[config.mk]
export PLATFORM = sky130hd
export DESIGN_NAME = des_decrypt_iter_flat
export DESIGN_NICKNAME = d
export VERILOG_FILES = /design/src/rtl/des_decrypt_iter_pkg.sv /design/src/rtl/des_decrypt_iter_if.sv /design/src/rtl/des_decrypt_iter_round.sv /design/src/rtl/des_decrypt_iter.sv /design/src/flat_wrapper.sv
export SDC_FILE = /design/constraint.sdc
export NUM_CORES = 1
export LEC_CHECK = 0
export ABC_AREA = 0
export CORE_UTILIZATION = 25
export CTS_CLUSTER_DIAMETER = 80
export DETAILED_ROUTE_END_ITERATION = 12
export HOLD_SLACK_MARGIN = 0.15
export PLACE_DENSITY_LB_ADDON = 0.15
export SETUP_SLACK_MARGIN = 0.15
export SYNTH_ARGS = -nofsm -noshare
export SYNTH_HDL_FRONTEND = slang
export SYNTH_SLANG_ARGS = --single-unit
[constraint.sdc]
create_clock -name clk -period 1.68 [get_ports clk]
set_input_delay 0.252 -clock clk [delete_from_list [all_inputs] [get_ports clk]]
set_output_delay 0.252 -clock clk [all_outputs]
set_load 0.005 [all_outputs]
[src/rtl/des_decrypt_iter_pkg.sv]
// Shared DES constants and helpers: permutation tables, decrypt key schedule,
// S-boxes, and the state enum for the iterative decrypt engine.
package des_pkg;

  typedef enum logic {IDLE, RUN} des_state_t;

  // Tables use FIPS 46 numbering: entry value 1 is the MSB of the source word.
  localparam int IP_T [64] = '{
    58, 50, 42, 34, 26, 18, 10, 2, 60, 52, 44, 36, 28, 20, 12, 4,
    62, 54, 46, 38, 30, 22, 14, 6, 64, 56, 48, 40, 32, 24, 16, 8,
    57, 49, 41, 33, 25, 17,  9, 1, 59, 51, 43, 35, 27, 19, 11, 3,
    61, 53, 45, 37, 29, 21, 13, 5, 63, 55, 47, 39, 31, 23, 15, 7};

  localparam int FP_T [64] = '{
    40, 8, 48, 16, 56, 24, 64, 32, 39, 7, 47, 15, 55, 23, 63, 31,
    38, 6, 46, 14, 54, 22, 62, 30, 37, 5, 45, 13, 53, 21, 61, 29,
    36, 4, 44, 12, 52, 20, 60, 28, 35, 3, 43, 11, 51, 19, 59, 27,
    34, 2, 42, 10, 50, 18, 58, 26, 33, 1, 41,  9, 49, 17, 57, 25};

  localparam int E_T [48] = '{
    32,  1,  2,  3,  4,  5,  4,  5,  6,  7,  8,  9,  8,  9, 10, 11,
    12, 13, 12, 13, 14, 15, 16, 17, 16, 17, 18, 19, 20, 21, 20, 21,
    22, 23, 24, 25, 24, 25, 26, 27, 28, 29, 28, 29, 30, 31, 32,  1};

  localparam int P_T [32] = '{
    16,  7, 20, 21, 29, 12, 28, 17,  1, 15, 23, 26,  5, 18, 31, 10,
     2,  8, 24, 14, 32, 27,  3,  9, 19, 13, 30,  6, 22, 11,  4, 25};

  localparam int PC1_T [56] = '{
    57, 49, 41, 33, 25, 17,  9,  1, 58, 50, 42, 34, 26, 18,
    10,  2, 59, 51, 43, 35, 27, 19, 11,  3, 60, 52, 44, 36,
    63, 55, 47, 39, 31, 23, 15,  7, 62, 54, 46, 38, 30, 22,
    14,  6, 61, 53, 45, 37, 29, 21, 13,  5, 28, 20, 12,  4};

  localparam int PC2_T [48] = '{
    14, 17, 11, 24,  1,  5,  3, 28, 15,  6, 21, 10,
    23, 19, 12,  4, 26,  8, 16,  7, 27, 20, 13,  2,
    41, 52, 31, 37, 47, 55, 30, 40, 51, 45, 33, 48,
    44, 49, 39, 56, 34, 53, 46, 42, 50, 36, 29, 32};

  // Right-rotate amounts; entry 0 belongs to the load cycle, so it is zero.
  localparam int RSHIFT [16] = '{0, 1, 2, 2, 2, 2, 2, 2, 1, 2, 2, 2, 2, 2, 2, 1};

  localparam int SBOX [8][64] = '{
    '{14, 4,13, 1, 2,15,11, 8, 3,10, 6,12, 5, 9, 0, 7,  0,15, 7, 4,14, 2,13, 1,10, 6,12,11, 9, 5, 3, 8,
       4, 1,14, 8,13, 6, 2,11,15,12, 9, 7, 3,10, 5, 0, 15,12, 8, 2, 4, 9, 1, 7, 5,11, 3,14,10, 0, 6,13},
    '{15, 1, 8,14, 6,11, 3, 4, 9, 7, 2,13,12, 0, 5,10,  3,13, 4, 7,15, 2, 8,14,12, 0, 1,10, 6, 9,11, 5,
       0,14, 7,11,10, 4,13, 1, 5, 8,12, 6, 9, 3, 2,15, 13, 8,10, 1, 3,15, 4, 2,11, 6, 7,12, 0, 5,14, 9},
    '{10, 0, 9,14, 6, 3,15, 5, 1,13,12, 7,11, 4, 2, 8, 13, 7, 0, 9, 3, 4, 6,10, 2, 8, 5,14,12,11,15, 1,
      13, 6, 4, 9, 8,15, 3, 0,11, 1, 2,12, 5,10,14, 7,  1,10,13, 0, 6, 9, 8, 7, 4,15,14, 3,11, 5, 2,12},
    '{ 7,13,14, 3, 0, 6, 9,10, 1, 2, 8, 5,11,12, 4,15, 13, 8,11, 5, 6,15, 0, 3, 4, 7, 2,12, 1,10,14, 9,
      10, 6, 9, 0,12,11, 7,13,15, 1, 3,14, 5, 2, 8, 4,  3,15, 0, 6,10, 1,13, 8, 9, 4, 5,11,12, 7, 2,14},
    '{ 2,12, 4, 1, 7,10,11, 6, 8, 5, 3,15,13, 0,14, 9, 14,11, 2,12, 4, 7,13, 1, 5, 0,15,10, 3, 9, 8, 6,
       4, 2, 1,11,10,13, 7, 8,15, 9,12, 5, 6, 3, 0,14, 11, 8,12, 7, 1,14, 2,13, 6,15, 0, 9,10, 4, 5, 3},
    '{12, 1,10,15, 9, 2, 6, 8, 0,13, 3, 4,14, 7, 5,11, 10,15, 4, 2, 7,12, 9, 5, 6, 1,13,14, 0,11, 3, 8,
       9,14,15, 5, 2, 8,12, 3, 7, 0, 4,10, 1,13,11, 6,  4, 3, 2,12, 9, 5,15,10,11,14, 1, 7, 6, 0, 8,13},
    '{ 4,11, 2,14,15, 0, 8,13, 3,12, 9, 7, 5,10, 6, 1, 13, 0,11, 7, 4, 9, 1,10,14, 3, 5,12, 2,15, 8, 6,
       1, 4,11,13,12, 3, 7,14,10,15, 6, 8, 0, 5, 9, 2,  6,11,13, 8, 1, 4,10, 7, 9, 5, 0,15,14, 2, 3,12},
    '{13, 2, 8, 4, 6,15,11, 1,10, 9, 3,14, 5, 0,12, 7,  1,15,13, 8,10, 3, 7, 4,12, 5, 6,11, 0,14, 9, 2,
       7,11, 4, 1, 9,12,14, 2, 0, 6,10,13,15, 3, 5, 8,  2, 1,14, 7, 4,10, 8,13,15,12, 9, 0, 3, 5, 6,11}};

  function automatic logic [63:0] permIp(input logic [63:0] x);
    logic [63:0] y;
    for (int i = 0; i < 64; i++) y[6'(63 - i)] = x[6'(64 - IP_T[i])];
    return y;
  endfunction

  function automatic logic [63:0] permFp(input logic [63:0] x);
    logic [63:0] y;
    for (int i = 0; i < 64; i++) y[6'(63 - i)] = x[6'(64 - FP_T[i])];
    return y;
  endfunction

  function automatic logic [47:0] expandE(input logic [31:0] x);
    logic [47:0] y;
    for (int i = 0; i < 48; i++) y[6'(47 - i)] = x[5'(32 - E_T[i])];
    return y;
  endfunction

  function automatic logic [31:0] permP(input logic [31:0] x);
    logic [31:0] y;
    for (int i = 0; i < 32; i++) y[5'(31 - i)] = x[5'(32 - P_T[i])];
    return y;
  endfunction

  function automatic logic [55:0] permPc1(input logic [63:0] x);
    logic [55:0] y;
    for (int i = 0; i < 56; i++) y[6'(55 - i)] = x[6'(64 - PC1_T[i])];
    return y;
  endfunction

  function automatic logic [47:0] permPc2(input logic [55:0] x);
    logic [47:0] y;
    for (int i = 0; i < 48; i++) y[6'(47 - i)] = x[6'(56 - PC2_T[i])];
    return y;
  endfunction

  // Row comes from the outer bits of each 6-bit group, column from the inner four.
  function automatic logic [31:0] sboxLayer(input logic [47:0] x);
    logic [31:0] y;
    logic [5:0]  b;
    for (int s = 0; s < 8; s++) begin
      b = x[6'(47 - 6 * s) -: 6];
      y[5'(31 - 4 * s) -: 4] = 4'(SBOX[3'(s)][{b[5], b[0], b[4:1]}]);
    end
    return y;
  endfunction

  function automatic logic [31:0] feistel(input logic [31:0] r, input logic [47:0] k);
    return permP(sboxLayer(expandE(r) ^ k));
  endfunction

  function automatic logic [27:0] rotr28(input logic [27:0] x, input logic [1:0] amt);
    case (amt)
      2'd1:    return {x[0], x[27:1]};
      2'd2:    return {x[1:0], x[27:2]};
      default: return x;
    endcase
  endfunction

endpackage

[src/rtl/des_decrypt_iter_if.sv]
// Request/result bundle between a block source and the DES decrypt engine.
interface des_decrypt_iter_if;
  logic        start;
  logic [63:0] ciphertext;
  logic [63:0] key;
  logic        busy;
  logic        done;
  logic [63:0] plaintext;

  modport master (output start, ciphertext, key, input busy, done, plaintext);
  modport slave  (input start, ciphertext, key, output busy, done, plaintext);
endinterface

[src/rtl/des_decrypt_iter_round.sv]
// One combinational Feistel round: L' = R, R' = L ^ f(R, k).
module des_round
  import des_pkg::*;
(
  input  logic [31:0] l_i,
  input  logic [31:0] r_i,
  input  logic [47:0] k48_i,
  output logic [31:0] l_o,
  output logic [31:0] r_o
);

  assign l_o = r_i;
  assign r_o = l_i ^ feistel(r_i, k48_i);

endmodule

[src/rtl/des_decrypt_iter.sv]
// Iterative DES decrypt: loads IP(ciphertext) and PC1(key), runs 16 rounds with
// the right-rotating key schedule, and registers FP of the swapped halves.
module des_decrypt_iter
  import des_pkg::*;
(
  input  logic               clk,
  input  logic               reset,
  des_decrypt_iter_if.slave  bus
);

  des_state_t  state_q, state_d;
  logic [3:0]  rnd_q, rnd_d;
  logic [31:0] l_q, l_d, r_q, r_d;
  logic [27:0] c_q, c_d, d_q, d_d;
  logic [63:0] pt_q, pt_d;
  logic        done_q, done_d;

  logic [63:0] ipBlock;
  logic [55:0] pc1Key;
  logic [47:0] subKey;
  logic [31:0] roundL, roundR;
  logic [1:0]  shiftAmt;

  assign ipBlock  = permIp(bus.ciphertext);
  assign pc1Key   = permPc1(bus.key);
  assign subKey   = permPc2({c_q, d_q});
  assign shiftAmt = (rnd_q == 4'd15) ? 2'd0 : 2'(RSHIFT[4'(rnd_q + 4'd1)]);

  des_round uRound (
    .l_i   (l_q),
    .r_i   (r_q),
    .k48_i (subKey),
    .l_o   (roundL),
    .r_o   (roundR)
  );

  always_ff @(posedge clk or negedge reset) begin
    if (!reset) begin
      state_q <= IDLE;
      rnd_q   <= 4'd0;
      l_q     <= 32'h0;
      r_q     <= 32'h0;
      c_q     <= 28'h0;
      d_q     <= 28'h0;
      pt_q    <= 64'h0;
      done_q  <= 1'b0;
    end else begin
      state_q <= state_d;
      rnd_q   <= rnd_d;
      l_q     <= l_d;
      r_q     <= r_d;
      c_q     <= c_d;
      d_q     <= d_d;
      pt_q    <= pt_d;
      done_q  <= done_d;
    end
  end

  always_comb begin
    state_d = state_q;
    rnd_d   = rnd_q;
    l_d     = l_q;
    r_d     = r_q;
    c_d     = c_q;
    d_d     = d_q;
    pt_d    = pt_q;
    done_d  = 1'b0;
    case (state_q)
      IDLE: begin
        if (bus.start) begin
          state_d = RUN;
          rnd_d   = 4'd0;
          l_d     = ipBlock[63:32];
          r_d     = ipBlock[31:0];
          c_d     = pc1Key[55:28];
          d_d     = pc1Key[27:0];
        end
      end
      RUN: begin
        l_d = roundL;
        r_d = roundR;
        c_d = rotr28(c_q, shiftAmt);
        d_d = rotr28(d_q, shiftAmt);
        if (rnd_q == 4'd15) begin
          // Last round: the halves are swapped before the final permutation.
          state_d = IDLE;
          rnd_d   = 4'd0;
          pt_d    = permFp({roundR, roundL});
          done_d  = 1'b1;
        end else begin
          rnd_d = rnd_q + 4'd1;
        end
      end
      default: state_d = IDLE;
    endcase
  end

  always_comb begin
    bus.busy      = (state_q == RUN);
    bus.done      = done_q;
    bus.plaintext = pt_q;
  end

endmodule

[src/flat_wrapper.sv]
// flat-port wrapper written by rule: the top's interface ports become plain ports
module des_decrypt_iter_flat import des_pkg::*;
  (clk, reset, bus_start, bus_ciphertext, bus_key, bus_busy, bus_done, bus_plaintext);
  des_decrypt_iter_if bus_i ();
  input  logic clk;
  input  logic reset;
  input wire logic [$bits(bus_i.start)-1:0] bus_start;
  input wire logic [$bits(bus_i.ciphertext)-1:0] bus_ciphertext;
  input wire logic [$bits(bus_i.key)-1:0] bus_key;
  output wire logic [$bits(bus_i.busy)-1:0] bus_busy;
  output wire logic [$bits(bus_i.done)-1:0] bus_done;
  output wire logic [$bits(bus_i.plaintext)-1:0] bus_plaintext;
  assign bus_i.start = bus_start;
  assign bus_i.ciphertext = bus_ciphertext;
  assign bus_i.key = bus_key;
  assign bus_busy = bus_i.busy;
  assign bus_done = bus_i.done;
  assign bus_plaintext = bus_i.plaintext;
  des_decrypt_iter u_core (.clk(clk), .reset(reset), .bus(bus_i));
endmodule
After elaboration in Yosys (flattened, before gate mapping)
Memory sizes are Yosys's and may differ from the RTL's.
Index checks and enable logic that the tools add are counted.

storage, ports and cells
  output and inout port bits = 66
  bits in registers = 114
  memory bits (read-only) = 8704
  input bits = 131
  memories kept = 5
  word-level logic and storage cells = 58

cells by class
  equality and inequality tests = 5
  multiplexer cells = 25
  $lt $le $gt $ge = 5
  reduce and logical (&&, ||, !) cells = 2
  add/subtract/negate cells = 1
  bitwise operators = 8

memory list
  name              depth  width  rd ports  clocked after Yosys merged registers in  wr ports  line                         text
  (name not given)  64     32     1         0                                        0         des_decrypt_iter_pkg.sv:104  y[5'(31 - 4 * s) -: 4] = 4'(SBOX[3'(s)][{b[5], b[0], b[4:1]}]);
  (name not given)  64     32     1         0                                        0         des_decrypt_iter_pkg.sv:104
  (name not given)  64     32     1         0                                        0         des_decrypt_iter_pkg.sv:104
  (name not given)  64     32     1         0                                        0         des_decrypt_iter_pkg.sv:104
  (name not given)  16     32     1         0                                        0         des_decrypt_iter.sv:27       assign shiftAmt = (rnd_q == 4'd15) ? 2'd0 : 2'(RSHIFT[4'(rnd_q + 4'd1)]);

operator list
  kind                 count
  $pmux 28 s2          2
  $mux 32              2
  $pmux 32 s2          1
  $xor 32x32->32       1
  $ge 7x7->1 const B   4
  $mux 28              1
  $not 6->7            4
  $xor 24x24->24       1
  $mux 4               4
  $mux 3               4
  $mux 2               5
  $pmux 4 s2           1
  $ge 5x5->1 const B   1
  $not 4->5            1
  $add 4x1->4 const B  1
  $eq 4x4->1 const B   1
  $mux 1               4
  $reduce_and 2->1     2
  $ne 3x3->1 const B   1
  $eq 2x1->1 const B   1
  $eq 2x2->1 const B   1
  $ne 2x2->1 const B   1
  $pmux 1 s2           1
  $not 1->1            1

Logic depth before layout (Yosys ltp)
  depth in word-level cells = 9
  gate-level depth with buffers = 5

Cells and area by module
Synthesis repeated with hierarchy kept, for this count alone.

second synthesis, totals
  cell total of the unflattened synthesis = 681
  area, all modules = 7138.1 um^2

modules (own cells, without submodules)
  module            cells an instance  times used  sequential area each (um^2)  area each (um^2)
  des_decrypt_iter  616                1           3553.4                       6653.9
  des_round         65                 1           0.0                          484.2

Worst setup path after synthesis
OpenSTA, ideal clock, no wires.

  path type = reg-to-reg
  start = register u_core.rnd_q[0]
  end = register u_core.pt_q[11] (netlist: u_core.bus.plaintext[11])
  path slack = 0.280 ns
  arrival time = 1.275 ns
  period minus slack after synthesis = 1.400 ns
  stages on the path, launching flop included = 5
  buffers on the path = 1
  cell sequence = dfrtp_1 -> ha_1 -> nand4_4 -> buf_6 -> mux2_4

between the ends
  word-level cells in the longest chain between the ends = 2

ends and longest elaborated chain
  item                               line                    text
  start: declaration                 des_decrypt_iter.sv:12  logic [3:0] rnd_q, rnd_d;
  start signal: assignment           des_decrypt_iter.sv:49  rnd_q <= rnd_d;
  $eq 4x4->1                         des_decrypt_iter.sv:84  if (rnd_q == 4'd15) begin
  $reduce_and 2->1 (no source line)  n/a
  end signal: assignment             des_decrypt_iter.sv:54  pt_q <= pt_d;
  end: declaration                   des_decrypt_iter.sv:15  logic [63:0] pt_q, pt_d;

No other way between the ends.
A chain may end at the register's enable or synchronous reset.

Final worst setup path
  start = register u_core.state_q (netlist: u_core.bus.busy)
  end = output port bus_busy

RTL lines
  item                      line                    text
  start: declaration        des_decrypt_iter.sv:11  des_state_t state_q, state_d;
  start signal: assignment  des_decrypt_iter.sv:48  state_q <= state_d;
  end: declaration          flat_wrapper.sv:10      output wire logic [$bits(bus_i.busy)-1:0] bus_busy;

No word-level cell between the ends.

==> flow_metrics.env <==
export IMPL_run_status="completed"
export IMPL_drive_gt1_frac=0.177
export IMPL_overflow=0
export IMPL_placed_cells=300
export IMPL_cp_start_kind="register"
export IMPL_yosysWarnings=0
export IMPL_finalMaxSlewViolations=0
export IMPL_ys_types=23
export IMPL_io_buffer_count=36
export IMPL_cts_buffers=5
export IMPL_grt_first_pass_wirelength_mm=5.32
export IMPL_antenna_found_initial=0
export IMPL_cts_reportedPaths_clkPinSlew_ns=0.06
export IMPL_grt_pass1_vias=1054
export IMPL_nNetsFinal=341
export IMPL_r2r_slack_ns=0.24
export IMPL_ys_ff_latch=38
export IMPL_fp_row_count=31
export IMPL_wl_per_cell_um=10.3
export IMPL_drt_total_wl_mm=3.19
export IMPL_synth_avg_cell_area_um2=11.9
export IMPL_pin_count=197
export IMPL_worstSetupPathType="register to output port"
export IMPL_hold_class="input port to async pin"
export IMPL_hold_viol_final=0
export IMPL_cts_root_buffer="clkbuf_8"
export IMPL_ir_worst_vdd_v=0.000373
export IMPL_dr_pass1_iters=2
export IMPL_setup_viol=0
export IMPL_worst_clock_skew_ns=0.00338
export IMPL_worstPathRequired_ns=1.43
export IMPL_worstSkewPairLatency_ns=0.28
export IMPL_core_area_um2=7330
export IMPL_drc=0
export IMPL_hpwl_mm=2.32
export IMPL_reg2regPathDepth=4
export IMPL_wl_met1_mm=1.55
export IMPL_synth_area_um2=1920
export IMPL_worst_slew_pin_slew_ns=0.511
export IMPL_powerDensity_nw_per_um2=1000
export IMPL_cts_sink_count=38
export IMPL_yosysTopAreaCell="dfrtp_1"
export IMPL_yosys_top_cells_area="dfrtp_1 49%, buf_4 19%, mux2i_1 8.8%"
export IMPL_cts_buffer_depth=2
export IMPL_start_util=0.262
export IMPL_cts_max_level=2
export IMPL_grt_setup_unrepaired="false"
export IMPL_critPathTopFamily="buffers and inverters"
export IMPL_period_share=0.868
export IMPL_antenna_left=0
export IMPL_end_kind="output port"
export IMPL_final_cells=308
export IMPL_drtIter0Drc=24
export IMPL_top_layer="met4"
export IMPL_r2r_start="u_core.rnd_q[0]"
export IMPL_wl_met2_mm=1.33
export IMPL_leakage_nw=1.21
export IMPL_period_needed_ns=1.46
export IMPL_wl_met3_um=276
export IMPL_vias=1084
export IMPL_fmax_ghz=0.686
export IMPL_arrival_ns=1.21
export IMPL_viasPerCell=3.52
export IMPL_die_area_um2=8050
export IMPL_cts_tree="done"
export IMPL_cp_max_fo=4
export IMPL_syn_to_final_growth_pct=24.6
export IMPL_slew_headroom=0.659
export IMPL_die_width_um=89.7
export IMPL_die_y_um=89.7
export IMPL_yosysSeqAreaShare=0.494
export IMPL_post_cts_setup_buffers=0
export IMPL_rr_endpoint="u_core.bus.plaintext[1]"
export IMPL_grt_start_max_net_pins=21
export IMPL_synth_top_area_frac=0.494
export IMPL_max_stage_delay_ns=0.52
export IMPL_cap_violations=0
export IMPL_path_cells="clkdlybuf4s50_1"
export IMPL_final_common_cell="conb_1"
export IMPL_crit_buf_inv=1
export IMPL_slowest_stage="clkdlybuf4s50_1"
export IMPL_synthCells=161
export IMPL_setup_tns_ns=0
export IMPL_gr_usage_all_layers=0.0863
export IMPL_layout_common_cells="48 x conb_1, 36 x dfrtp_1, 35 x clkdlybuf4s50_1, 19 x nor2_1, 17 x mux2i_1"
export IMPL_setup_slack_ns=0.222
export IMPL_dp_slack_ns=0.130
export IMPL_diodes=0
export IMPL_gp_congestion=0.653
==> worst reg2reg max path, delay by kind of cell (launching register included) <==
family	cells	cell delay, ns
flip-flops	1	0.44
multiplexers	1	0.33
adder cells (fa/ha/maj)	1	0.23
buffers and inverters	1	0.18
AND/OR/NAND/NOR	1	0.15
==> per-stage QoR <==
step | total power, mW | util | hold WS, ns | instance area, um^2
floorplan | 1.63 | - | -0.0436 | 2100
global placement | 1.84 | 0.314 | 0.252 | 2300
detailed placement | 1.85 | 0.314 | 0.262 | 2300
CTS | 2.45 | 0.327 | 0.485 | 2390
global route | 2.58 | 0.327 | 0.517 | 2400
finish | 2.40 | 0.327 | 0.473 | 2400
==> routing by layer <==
layer / GRT usage / vias up
met1: 0.115 / 491
met2: 0.126 / 65
met3: 0.0381 / 5
li1: - / 523
met4: 0.0246 / 0
met5: 0 / -
==> layout make-up <==
type / count / area (um^2)
Sequential cell: 38 / 953
Inverter: 1 / 3.75
Multi-Input combinational cell: 115 / 753
Clock buffer: 7 / 76.3
Fill cell: 746 / 4930
Tap cell: 99 / 124
Timing Repair Buffer: 48 / 485
==> report_power, final <==
part           switching [mW]  total (mW)  internal, mW
Sequential              0.120        1.18          1.06
Combinational           0.271       0.650         0.378
Clock                   0.285       0.571         0.285
Total                   0.676        2.40          1.72
==> kinds of logic after synthesis <==
kind of cell,synth area share
buf+inv,0.207
mux,0.200
simple gates,0.0716
other cells,0.00195
compound gates,0.0143
flops,0.494
fa+ha+maj,0.00651
xor+xnor,0.00456
==> synthesized netlist by cell type <==
cell type / n
nand4_1: 1
nand2b_1: 2
xor2_1: 1
clkbuf_1: 1
mux2i_1: 17
buf_6: 1
buf_4: 48
a21o_1: 1
ha_1: 1
nand2_1: 3
nor2_1: 19
or2b_1: 1
inv_1: 1
nor3b_1: 1
buf_1: 1
dfrtp_1: 38
conb_1: 1
a311o_1: 1
buf_2: 3
mux2_4: 9
o21ai_0: 2
nand4_4: 1
mux2_2: 7
==> worst max-delay path by stage <==
stage | from | to | cells past startpoint
2_1_floorplan | u_core.rnd_q[0] | u_core.bus.plaintext[11] | 4
3_3_place_gp | bus_start | u_core.r_q[28] | 4
3_5_place_dp | bus_start | u_core.r_q[5] | 4
4_1_cts | u_core.bus.busy | bus_busy | 1
5_1_grt | u_core.bus.busy | bus_busy | 1
6_report | u_core.bus.busy | bus_busy | 1
==> sequential cells by signal, summed over array words and instances, names as in the netlist <==
name / count
u_core.bus.done: 1
u_core.rnd_q: 4
u_core.r_q: 16
u_core.bus.busy: 1
u_core.bus.plaintext: 16
==> timing repair <==
item | 4_1_cts | 5_1_grt
hold endpoints to repair | 19 | 0
endpoints found under the setup margin | 8 | 12
resized for setup | 1 | 2
hold buffers | 1 | 0
No activity file was read; power rests on OpenSTA's default activity.
